## src/rtl/stage_ma_hs_if.sv

```systemverilog
`default_nettype none
// ============================================================================
// Module : stage_ma_hs_if
// Data-memory request/acknowledge port between the MA stage and memory.
// Rev    : 1.0
// ============================================================================
interface stage_ma_hs_if #(
  parameter int WIDTH = 32
);
  logic               req;
  logic               we;
  logic [WIDTH-1:0]   addr;
  logic [WIDTH/8-1:0] be;
  logic [WIDTH-1:0]   wdata;
  logic               ack;
  logic [WIDTH-1:0]   rdata;

  modport master (output req, we, addr, be, wdata, input ack, rdata);
  modport slave  (input req, we, addr, be, wdata, output ack, rdata);
endinterface
`default_nettype wire

```

## src/rtl/stage_ma_hs.sv

```systemverilog
`default_nettype none
// ============================================================================
// Module : stage_ma_hs
// Memory-access pipeline stage: variable-latency data-memory handshake,
// sub-word load/store lane handling, and the MA/WB pipeline register.
// Rev    : 1.0
// ============================================================================
module stage_ma_hs #(
  parameter int WIDTH   = 32,
  parameter int RADDR_W = 5,
  parameter int WB_W    = 3,
  parameter int TIMEOUT = 15
) (
  input  logic               clk,
  input  logic               rst,
  input  logic [WB_W-1:0]    i_ma_WB,
  input  logic [1:0]         i_ma_MA,
  input  logic [1:0]         i_ma_size,
  input  logic               i_ma_signed,
  input  logic [WIDTH-1:0]   i_ma_ALU_rslt,
  input  logic [WIDTH-1:0]   i_ma_Rs2_val,
  input  logic [WIDTH-1:0]   i_ma_PC,
  input  logic [RADDR_W-1:0] i_ma_Rdst,
  input  logic [WIDTH-1:0]   i_ma_mux_wb,
  input  logic               i_OP1_MemS,
  input  logic               i_ma_flush,
  input  logic               i_ma_stall,
  stage_ma_hs_if.master      mem,
  output logic               o_ma_busy,
  output logic               o_miss,
  output logic [WIDTH-1:0]   o_ma_PC,
  output logic [RADDR_W-1:0] o_ma_Rds,
  output logic [WIDTH-1:0]   o_ALU_rsl,
  output logic [WIDTH-1:0]   o_ma_mem_out,
  output logic [WB_W-1:0]    o_ma_WB
);

  localparam int C_BE_W  = WIDTH / 8;
  localparam int C_OFF_W = $clog2(C_BE_W);
  localparam int C_CNT_W = $clog2(TIMEOUT + 1);

  localparam logic [1:0] C_IDLE = 2'd0;
  localparam logic [1:0] C_WAIT = 2'd1;
  localparam logic [1:0] C_DONE = 2'd2;

  logic [1:0]         state_q, state_d;
  logic [C_CNT_W-1:0] cnt_q, cnt_d;
  logic               kill_q, kill_d;
  logic               we_q, we_d;
  logic [WIDTH-1:0]   addr_q, addr_d;
  logic [C_BE_W-1:0]  be_q, be_d;
  logic [WIDTH-1:0]   wdata_q, wdata_d;
  logic [C_OFF_W-1:0] off_q, off_d;
  logic [1:0]         size_q, size_d;
  logic               sgn_q, sgn_d;
  logic [WIDTH-1:0]   rdata_q, rdata_d;
  logic [WIDTH-1:0]   pc_q, pc_d;
  logic [RADDR_W-1:0] rdst_q, rdst_d;
  logic [WIDTH-1:0]   alu_q, alu_d;
  logic [WB_W-1:0]    wb_q, wb_d;

  logic [WIDTH-1:0]   ma_pc_q, ma_pc_d;
  logic [RADDR_W-1:0] ma_rds_q, ma_rds_d;
  logic [WIDTH-1:0]   ma_alu_q, ma_alu_d;
  logic [WIDTH-1:0]   ma_mem_q, ma_mem_d;
  logic [WB_W-1:0]    ma_wb_q, ma_wb_d;

  logic               w_is_mem, w_is_store, w_aligned, w_issue, w_misalign;
  logic               w_in_wait, w_timeout, w_req;
  logic [C_OFF_W-1:0] w_off;
  logic [WIDTH-1:0]   w_fwd, w_addr, w_wdata, w_ext;
  logic [C_BE_W-1:0]  w_be;

  // Lane select then sign/zero extend; half offsets are already even here.
  function automatic logic [WIDTH-1:0] f_extract(
    input logic [WIDTH-1:0]   word,
    input logic [C_OFF_W-1:0] off,
    input logic [1:0]         size,
    input logic               sgn
  );
    logic [WIDTH-1:0] sh;
    sh = word >> {off, 3'b000};
    case (size)
      2'b00:   f_extract = {{(WIDTH-8){sgn & sh[7]}}, sh[7:0]};
      2'b01:   f_extract = {{(WIDTH-16){sgn & sh[15]}}, sh[15:0]};
      default: f_extract = sh;
    endcase
  endfunction

  always_comb begin
    w_off      = i_ma_ALU_rslt[C_OFF_W-1:0];
    w_fwd      = i_OP1_MemS ? i_ma_mux_wb : i_ma_Rs2_val;
    w_addr     = {i_ma_ALU_rslt[WIDTH-1:C_OFF_W], {C_OFF_W{1'b0}}};
    w_is_mem   = (i_ma_MA == 2'b01) || (i_ma_MA == 2'b10);
    w_is_store = (i_ma_MA == 2'b10);
    case (i_ma_size)
      2'b00: begin
        w_aligned = 1'b1;
        w_be      = C_BE_W'(1) << w_off;
        w_wdata   = {C_BE_W{w_fwd[7:0]}};
      end
      2'b01: begin
        w_aligned = ~w_off[0];
        w_be      = C_BE_W'(3) << w_off;
        w_wdata   = {(WIDTH/16){w_fwd[15:0]}};
      end
      default: begin
        w_aligned = (w_off == '0);
        w_be      = '1;
        w_wdata   = w_fwd;
      end
    endcase

    // A stalled MA/WB register cannot accept a result, so the access waits.
    w_issue    = (state_q == C_IDLE) && w_is_mem && w_aligned && !i_ma_stall && !rst;
    w_misalign = (state_q == C_IDLE) && w_is_mem && !w_aligned && !i_ma_stall && !rst;
    w_in_wait  = (state_q == C_WAIT) && !rst;
    w_timeout  = w_in_wait && (cnt_q == C_CNT_W'(TIMEOUT));
    w_req      = w_issue || (w_in_wait && !w_timeout);

    w_ext = w_issue ? f_extract(mem.rdata, w_off, i_ma_size, i_ma_signed)
                    : f_extract(mem.rdata, off_q, size_q, sgn_q);
  end

  assign mem.req   = w_req;
  assign mem.we    = w_req && (w_issue ? w_is_store : we_q);
  assign mem.addr  = w_req ? (w_issue ? w_addr  : addr_q)  : '0;
  assign mem.be    = w_req ? (w_issue ? w_be    : be_q)    : '0;
  assign mem.wdata = w_req ? (w_issue ? w_wdata : wdata_q) : '0;

  assign o_ma_busy = (w_issue && !mem.ack) || w_in_wait;
  assign o_miss    = w_misalign || w_timeout;

  always_comb begin
    state_d = state_q;
    cnt_d   = cnt_q;
    kill_d  = kill_q;
    we_d    = we_q;
    addr_d  = addr_q;
    be_d    = be_q;
    wdata_d = wdata_q;
    off_d   = off_q;
    size_d  = size_q;
    sgn_d   = sgn_q;
    rdata_d = rdata_q;
    pc_d    = pc_q;
    rdst_d  = rdst_q;
    alu_d   = alu_q;
    wb_d    = wb_q;
    case (state_q)
      C_IDLE: begin
        if (w_issue) begin
          cnt_d   = C_CNT_W'(1);
          kill_d  = i_ma_flush;
          we_d    = w_is_store;
          addr_d  = w_addr;
          be_d    = w_be;
          wdata_d = w_wdata;
          off_d   = w_off;
          size_d  = i_ma_size;
          sgn_d   = i_ma_signed;
          pc_d    = i_ma_PC;
          rdst_d  = i_ma_Rdst;
          alu_d   = i_ma_ALU_rslt;
          wb_d    = i_ma_WB;
          if (mem.ack) begin
            state_d = C_DONE;
            rdata_d = w_is_store ? '0 : w_ext;
          end else begin
            state_d = C_WAIT;
          end
        end
      end
      C_WAIT: begin
        if (i_ma_flush) kill_d = 1'b1;
        if (w_timeout) begin
          state_d = C_DONE;
          rdata_d = '0;
        end else if (mem.ack) begin
          state_d = C_DONE;
          rdata_d = we_q ? '0 : w_ext;
        end else begin
          cnt_d = cnt_q + C_CNT_W'(1);
        end
      end
      C_DONE: begin
        if (!i_ma_stall || i_ma_flush) state_d = C_IDLE;
      end
      default: state_d = C_IDLE;
    endcase
  end

  // MA/WB register: flush beats stall/busy, which beat a normal load.
  always_comb begin
    ma_pc_d  = ma_pc_q;
    ma_rds_d = ma_rds_q;
    ma_alu_d = ma_alu_q;
    ma_mem_d = ma_mem_q;
    ma_wb_d  = ma_wb_q;
    if (i_ma_flush || (state_q == C_DONE && kill_q)) begin
      ma_pc_d  = '0;
      ma_rds_d = '0;
      ma_alu_d = '0;
      ma_mem_d = '0;
      ma_wb_d  = '0;
    end else if (state_q == C_DONE) begin
      if (!i_ma_stall) begin
        ma_pc_d  = pc_q;
        ma_rds_d = rdst_q;
        ma_alu_d = alu_q;
        ma_mem_d = rdata_q;
        ma_wb_d  = wb_q;
      end
    end else if (state_q == C_IDLE && !i_ma_stall && !w_issue) begin
      ma_pc_d  = i_ma_PC;
      ma_rds_d = i_ma_Rdst;
      ma_alu_d = i_ma_ALU_rslt;
      ma_mem_d = '0;
      ma_wb_d  = i_ma_WB;
    end
  end

  always_ff @(posedge clk) begin
    if (rst) begin
      state_q  <= C_IDLE;
      cnt_q    <= '0;
      kill_q   <= 1'b0;
      we_q     <= 1'b0;
      addr_q   <= '0;
      be_q     <= '0;
      wdata_q  <= '0;
      off_q    <= '0;
      size_q   <= '0;
      sgn_q    <= 1'b0;
      rdata_q  <= '0;
      pc_q     <= '0;
      rdst_q   <= '0;
      alu_q    <= '0;
      wb_q     <= '0;
      ma_pc_q  <= '0;
      ma_rds_q <= '0;
      ma_alu_q <= '0;
      ma_mem_q <= '0;
      ma_wb_q  <= '0;
    end else begin
      state_q  <= state_d;
      cnt_q    <= cnt_d;
      kill_q   <= kill_d;
      we_q     <= we_d;
      addr_q   <= addr_d;
      be_q     <= be_d;
      wdata_q  <= wdata_d;
      off_q    <= off_d;
      size_q   <= size_d;
      sgn_q    <= sgn_d;
      rdata_q  <= rdata_d;
      pc_q     <= pc_d;
      rdst_q   <= rdst_d;
      alu_q    <= alu_d;
      wb_q     <= wb_d;
      ma_pc_q  <= ma_pc_d;
      ma_rds_q <= ma_rds_d;
      ma_alu_q <= ma_alu_d;
      ma_mem_q <= ma_mem_d;
      ma_wb_q  <= ma_wb_d;
    end
  end

  assign o_ma_PC      = ma_pc_q;
  assign o_ma_Rds     = ma_rds_q;
  assign o_ALU_rsl    = ma_alu_q;
  assign o_ma_mem_out = ma_mem_q;
  assign o_ma_WB      = ma_wb_q;

endmodule
`default_nettype wire

```

## src/flat_wrapper.sv

```systemverilog
// flat-port wrapper written by rule: the top's interface ports become plain ports
module stage_ma_hs_flat 
#(
  parameter int WIDTH   = 32,
  parameter int RADDR_W = 5,
  parameter int WB_W    = 3,
  parameter int TIMEOUT = 15
)
  (clk, rst, i_ma_WB, i_ma_MA, i_ma_size, i_ma_signed, i_ma_ALU_rslt, i_ma_Rs2_val, i_ma_PC, i_ma_Rdst, i_ma_mux_wb, i_OP1_MemS, i_ma_flush, i_ma_stall, o_ma_busy, o_miss, o_ma_PC, o_ma_Rds, o_ALU_rsl, o_ma_mem_out, o_ma_WB, mem_req, mem_we, mem_addr, mem_be, mem_wdata, mem_ack, mem_rdata);
  stage_ma_hs_if #(.WIDTH(WIDTH)) mem_i ();
  input  logic clk;
  input  logic rst;
  input  logic [WB_W-1:0] i_ma_WB;
  input  logic [1:0] i_ma_MA;
  input  logic [1:0] i_ma_size;
  input  logic i_ma_signed;
  input  logic [WIDTH-1:0] i_ma_ALU_rslt;
  input  logic [WIDTH-1:0] i_ma_Rs2_val;
  input  logic [WIDTH-1:0] i_ma_PC;
  input  logic [RADDR_W-1:0] i_ma_Rdst;
  input  logic [WIDTH-1:0] i_ma_mux_wb;
  input  logic i_OP1_MemS;
  input  logic i_ma_flush;
  input  logic i_ma_stall;
  output logic o_ma_busy;
  output logic o_miss;
  output logic [WIDTH-1:0] o_ma_PC;
  output logic [RADDR_W-1:0] o_ma_Rds;
  output logic [WIDTH-1:0] o_ALU_rsl;
  output logic [WIDTH-1:0] o_ma_mem_out;
  output logic [WB_W-1:0] o_ma_WB;
  output wire logic [$bits(mem_i.req)-1:0] mem_req;
  output wire logic [$bits(mem_i.we)-1:0] mem_we;
  output wire logic [$bits(mem_i.addr)-1:0] mem_addr;
  output wire logic [$bits(mem_i.be)-1:0] mem_be;
  output wire logic [$bits(mem_i.wdata)-1:0] mem_wdata;
  input wire logic [$bits(mem_i.ack)-1:0] mem_ack;
  input wire logic [$bits(mem_i.rdata)-1:0] mem_rdata;
  assign mem_req = mem_i.req;
  assign mem_we = mem_i.we;
  assign mem_addr = mem_i.addr;
  assign mem_be = mem_i.be;
  assign mem_wdata = mem_i.wdata;
  assign mem_i.ack = mem_ack;
  assign mem_i.rdata = mem_rdata;
  stage_ma_hs #(.WIDTH(WIDTH), .RADDR_W(RADDR_W), .WB_W(WB_W), .TIMEOUT(TIMEOUT)) u_core (.clk(clk), .rst(rst), .i_ma_WB(i_ma_WB), .i_ma_MA(i_ma_MA), .i_ma_size(i_ma_size), .i_ma_signed(i_ma_signed), .i_ma_ALU_rslt(i_ma_ALU_rslt), .i_ma_Rs2_val(i_ma_Rs2_val), .i_ma_PC(i_ma_PC), .i_ma_Rdst(i_ma_Rdst), .i_ma_mux_wb(i_ma_mux_wb), .i_OP1_MemS(i_OP1_MemS), .i_ma_flush(i_ma_flush), .i_ma_stall(i_ma_stall), .mem(mem_i), .o_ma_busy(o_ma_busy), .o_miss(o_miss), .o_ma_PC(o_ma_PC), .o_ma_Rds(o_ma_Rds), .o_ALU_rsl(o_ALU_rsl), .o_ma_mem_out(o_ma_mem_out), .o_ma_WB(o_ma_WB));
endmodule
```

## config.mk

```make
export PLATFORM = sky130hd
export DESIGN_NAME = stage_ma_hs_flat
export DESIGN_NICKNAME = d
export VERILOG_FILES = /design/src/rtl/stage_ma_hs_if.sv /design/src/rtl/stage_ma_hs.sv /design/src/flat_wrapper.sv
export SDC_FILE = /design/constraint.sdc
export NUM_CORES = 1
export LEC_CHECK = 0
export ABC_AREA = 1
export ABC_CLOCK_PERIOD_IN_PS = 5520
export BUFFER_PORTS_ARGS = -buffer_cell sky130_fd_sc_hd__buf_2
export CORE_MARGIN = 3
export CORE_UTILIZATION = 54
export CTS_CLUSTER_DIAMETER = 40
export DETAILED_ROUTE_END_ITERATION = 16
export GPL_TIMING_DRIVEN = 0
export PLACE_DENSITY = 0.81
export RECOVER_POWER = 50
export SYNTH_ARGS = -nofsm -noshare
export SYNTH_HDL_FRONTEND = slang
export SYNTH_SLANG_ARGS = --single-unit
export TNS_END_PERCENT = 100
```

## constraint.sdc

```tcl
create_clock -name clk -period 5.52 [get_ports clk]
set_clock_uncertainty 0.05 [all_clocks]
set_input_delay 1.104 -clock clk [delete_from_list [all_inputs] [get_ports clk]]
set_output_delay 1.104 -clock clk [all_outputs]
set_load 0.02 [all_outputs]
```

==> results.sh, run 1 <==
export IMPL_period_share_pct=90.8
export IMPL_synth_edff_count=0
export IMPL_antenna_found_initial=7
export IMPL_synth_commonest_cells="nand2_1, dfxtp_1, o21ai_0"
export IMPL_path_max_fanout=10
export IMPL_worst_pin_slew_ns=0.859
export IMPL_finalWorstSetupSlack_ns=0.509
export IMPL_finalSetupViolCount=0
export IMPL_power_share_switching_pct=27.5
export IMPL_post_cts_buffers=0
export IMPL_postRouteWirelength_um=49500
export IMPL_crit_type="input pin to primary output"
export IMPL_drc_errors=0
export IMPL_maxSlewHeadroom_pct=42.8
export IMPL_via_per_inst=5.60
export IMPL_leakagePower_uw=0.00785
export IMPL_fill_cells=2226
export IMPL_start_kind="input pin"
export IMPL_dpl_cell_count=2718
export IMPL_final_nets=2617
export IMPL_avgSynthCellArea_um2=6.77
export IMPL_vias=15666
export IMPL_hpwl_um=36100
export IMPL_clk_latency_ns=0.53
export IMPL_cts_tree="done"
export IMPL_cap_violations=0
export IMPL_synth_area_top_cells="dfxtp_1, nand2_1, o21ai_0"
export IMPL_peakVddDrop_mv=0.329
export IMPL_p_switching_uw=1550
export IMPL_drive_above_1_share_pct=15.1
export IMPL_drtIter0Drc=1802
export IMPL_holdWs_ns=0.396
export IMPL_hold_path_class="register to register"
export IMPL_drtAntennaViolNets=0
export IMPL_cts_root_buffer="clkbuf_16"
export IMPL_fp_dieW_um=166
export IMPL_synth_seq_area_share_pct=41.6
export IMPL_core_area_mm2=0.0247
export IMPL_slew_viol_final=0
export IMPL_hold_buffers=0
export IMPL_std_cell_rows=57
export IMPL_grt_pass1_vias=14708
export IMPL_clk_pin_slew_ns=0.05
export IMPL_numCtsBuffers=40
export IMPL_finalHoldViolCount=0
export IMPL_place_ws_ns=1.13
export IMPL_routabilityCongestion=0.982
export IMPL_initial_core_util_pct=55.9
export IMPL_yosys_warnings=0
export IMPL_fp_dieArea_mm2=0.0276
export IMPL_layoutNonFillerInstCount=2798
export IMPL_post_drt_wl_per_cell_um=17.7
export IMPL_clock_sinks=287
export IMPL_p_clk_share_pct=48.5
export IMPL_die_h_um=166
export IMPL_cts_buffer_depth=3
export IMPL_grt_usage_pct=33.7
export IMPL_globalRouteOverflowTotal=0
export IMPL_rsz0062_at_grt="no"
export IMPL_cts_resized=0
export IMPL_intPower_uw=4080
export IMPL_ys_flop_type="dfxtp_1"
export IMPL_ioPinCount=355
export IMPL_synthCells=2042
export IMPL_areaGrowthSynthToFinish_pct=25.0
export IMPL_worstSetupEndpointType="primary output"
export IMPL_firstDrtPassIters=5
export IMPL_io_buffers=352
export IMPL_grt_pass1_wl_um=76900
export IMPL_async_reset_ff_share_pct=0
export IMPL_outcome="finished clean"
export IMPL_synthDistinctLibCells=34
export IMPL_fmax_mhz=200
export IMPL_grt_max_degree=14
export IMPL_power_frac_seq_pct=38.8
export IMPL_syn_area_mm2=0.0138
export IMPL_synth_most_common_cell="nand2_1"
export IMPL_cts_max_level=2
export IMPL_synth_top_area_share_pct=41.6
export IMPL_p_per_area_mw_per_mm2=326
export IMPL_ys_ff_latch=287
export IMPL_synth_largest_area_cell="dfxtp_1"
export IMPL_power_frac_comb_pct=12.8
export IMPL_arrival_ns=3.86
export IMPL_synth_nets=2223
export IMPL_tns_ns=0
export IMPL_period_needed_ns=5.01
export IMPL_cp_data_required_time_ns=4.37
layout make-up:
type                    instances  area, µm²  share of cell area, %
multi-input cells            1368       6480                   37.5
flip-flops and latches        287       5750                   33.3
repair buffers                352       1630                   9.44
clock buffers                  47       1070                   6.18
inverters                     235        882                   5.11
plain buffers                 152        686                   3.97
well taps                     324        405                   2.35
clock inverters                27        369                   2.14
diodes                          6       15.0                 0.0869
final timing paths:
check,startpoint,to,slack [ns],depth (start not counted)
setup / recovery,i_ma_MA[1],mem_wdata[30],0.51,11
hold / removal,u_core.pc_q[27],u_core.pc_q[27],0.40,2
setup reg to reg,u_core.state_q[1],u_core.o_ALU_rsl[9],2.39,8
hold reg to reg,u_core.pc_q[27],u_core.pc_q[27],0.40,2
per-layer routing:
metal / wire [µm] / track usage (%)
met1: 19900 / 43.9
met2: 23200 / 56.5
met3: 4660 / 5.67
met4: 1740 / 12.5
met5: 13 / 0
power by group through the flow:
stage | registers, µW | clock network (µW) | logic [µW]
finish | 2180 | 2730 | 719
global route | 2190 | 2840 | 789
CTS | 2180 | 2740 | 713
detailed placement | 2230 | 0 | 704
global placement | 2220 | 0 | 693
floorplan | 2250 | 0 | 411
stage by stage:
step           power, µW  instance area, µm²  utilization (%)
3_3_place_gp        2920               16000             64.6
4_1_cts             5640               17400             70.4
6_report            5630               17300             69.8
3_5_place_dp        2930               16000             64.6
2_1_floorplan       2660               13800                -
5_1_grt             5820               17300             69.8
placed cells by master, fill, tap and decap left out, types with 12 or more instances in the layout:
cell type,count
nor2_1,216
nor3_1,30
a21oi_1,213
clkbuf_1,211
clkbuf_16,40
dfxtp_1,287
mux2i_1,14
nand3_1,123
buf_2,267
o211ai_1,29
o21ai_0,256
buf_1,12
nand2b_1,32
nand2_1,374
a211oi_1,39
inv_1,231
sequential cells by signal, summed over array words and instances (netlist names), 3 cells and up:
signal / count
u_core.o_ma_WB: 3
u_core.o_ma_mem_out: 32
u_core.rdst_q: 5
u_core.o_ma_Rds: 5
u_core.cnt_q: 4
u_core.be_q: 4
u_core.wb_q: 3
u_core.pc_q: 32
u_core.o_ALU_rsl: 32
u_core.wdata_q: 32
u_core.alu_q: 32
u_core.addr_q: 32
u_core.rdata_q: 32
u_core.o_ma_PC: 32
kinds of logic (layout without fill, tap and decap cells):
kind of cell	after synthesis	after routing	synth area share (%)
xor gates and xnor gates	1	1	0.0634
adders and majority gates	2	2	0.181
AOI/OAI and AO/OA	559	559	21.8
and+or+nand+nor	792	792	23.9
muxes	14	14	1.01
other	0	6	0
DFF	287	287	41.6
buffers and inverters	387	813	11.4
worst max-delay path: stages:
cell and delay (ns):
clkbuf_1 0.13, ha_1 0.30, nor2_1 0.04, nand3_1 0.17, inv_2 0.04, nand2_1 0.20, clkbuf_1 0.62, clkbuf_1 0.64
mux2i_1 0.35, nor2_1 0.07, buf_2 0.17
(Power assumes the default switching activity.)
==> run 2, diff against run 1 <==
CTS_BUF_LIST = sky130_fd_sc_hd__clkbuf_8 sky130_fd_sc_hd__clkbuf_16   (was not set)
==> run 2 against run 1 <==
Global-route usage unchanged. Worst hold slack about the same. Flip-flop and latch count did not move. First-iteration DRC count shrank 0.28%. Via count grew 0.38%. Fmax is essentially flat. Critical endpoint unchanged.
==> results.sh, run 2 (synthesis results as in run 1) <==
export IMPL_rsz0062_at_grt="no"
export IMPL_vias=15726
export IMPL_areaGrowthSynthToFinish_pct=25.0
export IMPL_grt_usage_pct=33.7
export IMPL_clk_latency_ns=0.53
export IMPL_maxSlewHeadroom_pct=42.3
export IMPL_cts_tree="done"
export IMPL_worst_pin_slew_ns=0.865
export IMPL_grt_pass1_wl_um=76900
export IMPL_p_per_area_mw_per_mm2=326
export IMPL_clk_pin_slew_ns=0.05
export IMPL_worstSetupEndpointType="primary output"
export IMPL_crit_type="input pin to primary output"
export IMPL_grt_pass1_vias=14708
export IMPL_antenna_found_initial=7
export IMPL_dpl_cell_count=2718
export IMPL_post_cts_buffers=0
export IMPL_drtAntennaViolNets=0
export IMPL_via_per_inst=5.62
export IMPL_cts_resized=0
export IMPL_leakagePower_uw=0.00786
export IMPL_top_usage_layer="met2"
export IMPL_drtIter0Drc=1797
export IMPL_clock_sinks=287
export IMPL_firstDrtPassIters=6
export IMPL_path_max_fanout=10
export IMPL_holdWs_ns=0.396
export IMPL_final_common_cell="nand2_1"
export IMPL_fmax_mhz=199
export IMPL_core_area_mm2=0.0247
export IMPL_finalSetupViolCount=0
export IMPL_hold_buffers=0
export IMPL_final_nets=2617
export IMPL_cts_buffer_depth=3
export IMPL_std_cell_rows=57
export IMPL_cts_max_level=2
export IMPL_globalRouteOverflowTotal=0
export IMPL_hpwl_um=36100
export IMPL_fp_dieArea_mm2=0.0276
export IMPL_peakVddDrop_mv=0.329
export IMPL_most_common_layout_cells="nand2_1, dfxtp_1, buf_2"
export IMPL_numCtsBuffers=40
export IMPL_post_drt_wl_per_cell_um=17.7
export IMPL_slew_viol_final=0
export IMPL_cp_data_required_time_ns=4.37
export IMPL_gr_usage_met1_pct=43.9
export IMPL_drive_above_1_share_pct=15.1
export IMPL_period_share_pct=90.8
export IMPL_cts_root_buffer="clkbuf_16"
export IMPL_initial_core_util_pct=55.9
export IMPL_drc_errors=0
export IMPL_routabilityCongestion=0.982
export IMPL_period_needed_ns=5.01
export IMPL_fp_dieW_um=166
export IMPL_outcome="finished clean"
export IMPL_met3_usage_pct=5.67
export IMPL_finalHoldViolCount=0
export IMPL_postRouteWirelength_um=49500
export IMPL_start_kind="input pin"
export IMPL_die_h_um=166
export IMPL_arrival_ns=3.86
export IMPL_tns_ns=0
export IMPL_ioPinCount=355
export IMPL_layoutNonFillerInstCount=2798
export IMPL_grtUsageMet2_pct=56.5
export IMPL_io_buffers=352
export IMPL_grt_max_degree=14
export IMPL_cap_violations=0
export IMPL_hold_path_class="register to register"
run 2: path summary, 6_finish.rpt:
check                         start                  end  slack (ns)  depth (start not counted)
setup reg to reg  u_core.state_q[1]  u_core.o_ALU_rsl[9]        2.38                          8
setup / recovery         i_ma_MA[1]        mem_wdata[30]        0.51                         11
hold reg to reg     u_core.pc_q[27]      u_core.pc_q[27]        0.40                          2
hold / removal      u_core.pc_q[27]      u_core.pc_q[27]        0.40                          2
run 2: worst max-delay path: stages:
cell and delay [ns]:
clkbuf_1 0.13, ha_1 0.30, nor2_1 0.04, nand3_1 0.17, inv_2 0.04, nand2_1 0.20
clkbuf_1 0.63, clkbuf_1 0.64, mux2i_1 0.35, nor2_1 0.07, buf_2 0.17
run 2: where the power goes:
| group | switching [µW] | internal [µW] |
|---|---|---|
| sequential | 32.8 | 2150 |
| combinational | 490 | 229 |
| clock | 1030 | 1700 |
run 2: area by class of cell:
| cell class | instances | area [µm²] |
|---|---|---|
| Clock inverter | 30 | 380 |
| Multi-Input combinational cell | 1368 | 6480 |
| Sequential cell | 287 | 5750 |
| Fill cell | 2226 | 7470 |
| Buffer | 152 | 686 |
| Inverter | 235 | 882 |
| Tap cell | 324 | 405 |
| Timing Repair Buffer | 352 | 1630 |
| Clock buffer | 44 | 1060 |
| Antenna cell | 6 | 15.0 |
run 2: metrics by stage:
stage | power, µW | utilization (%) | setup slack (ns) | area, µm²
floorplan | 2660 | - | 1.74 | 13800
global placement | 2920 | 64.6 | 1.14 | 16000
detailed placement | 2930 | 64.6 | 1.13 | 16000
CTS | 5630 | 70.4 | 1.11 | 17400
global route | 5820 | 69.8 | 0.473 | 17300
finish | 5630 | 69.8 | 0.506 | 17300
run 2: routing by layer:
layer / part of all wire, % / wire [µm]
met5: 0.026 / 13
met4: 3.6 / 1760
met3: 9.5 / 4720
met2: 47 / 23200
met1: 40 / 19800
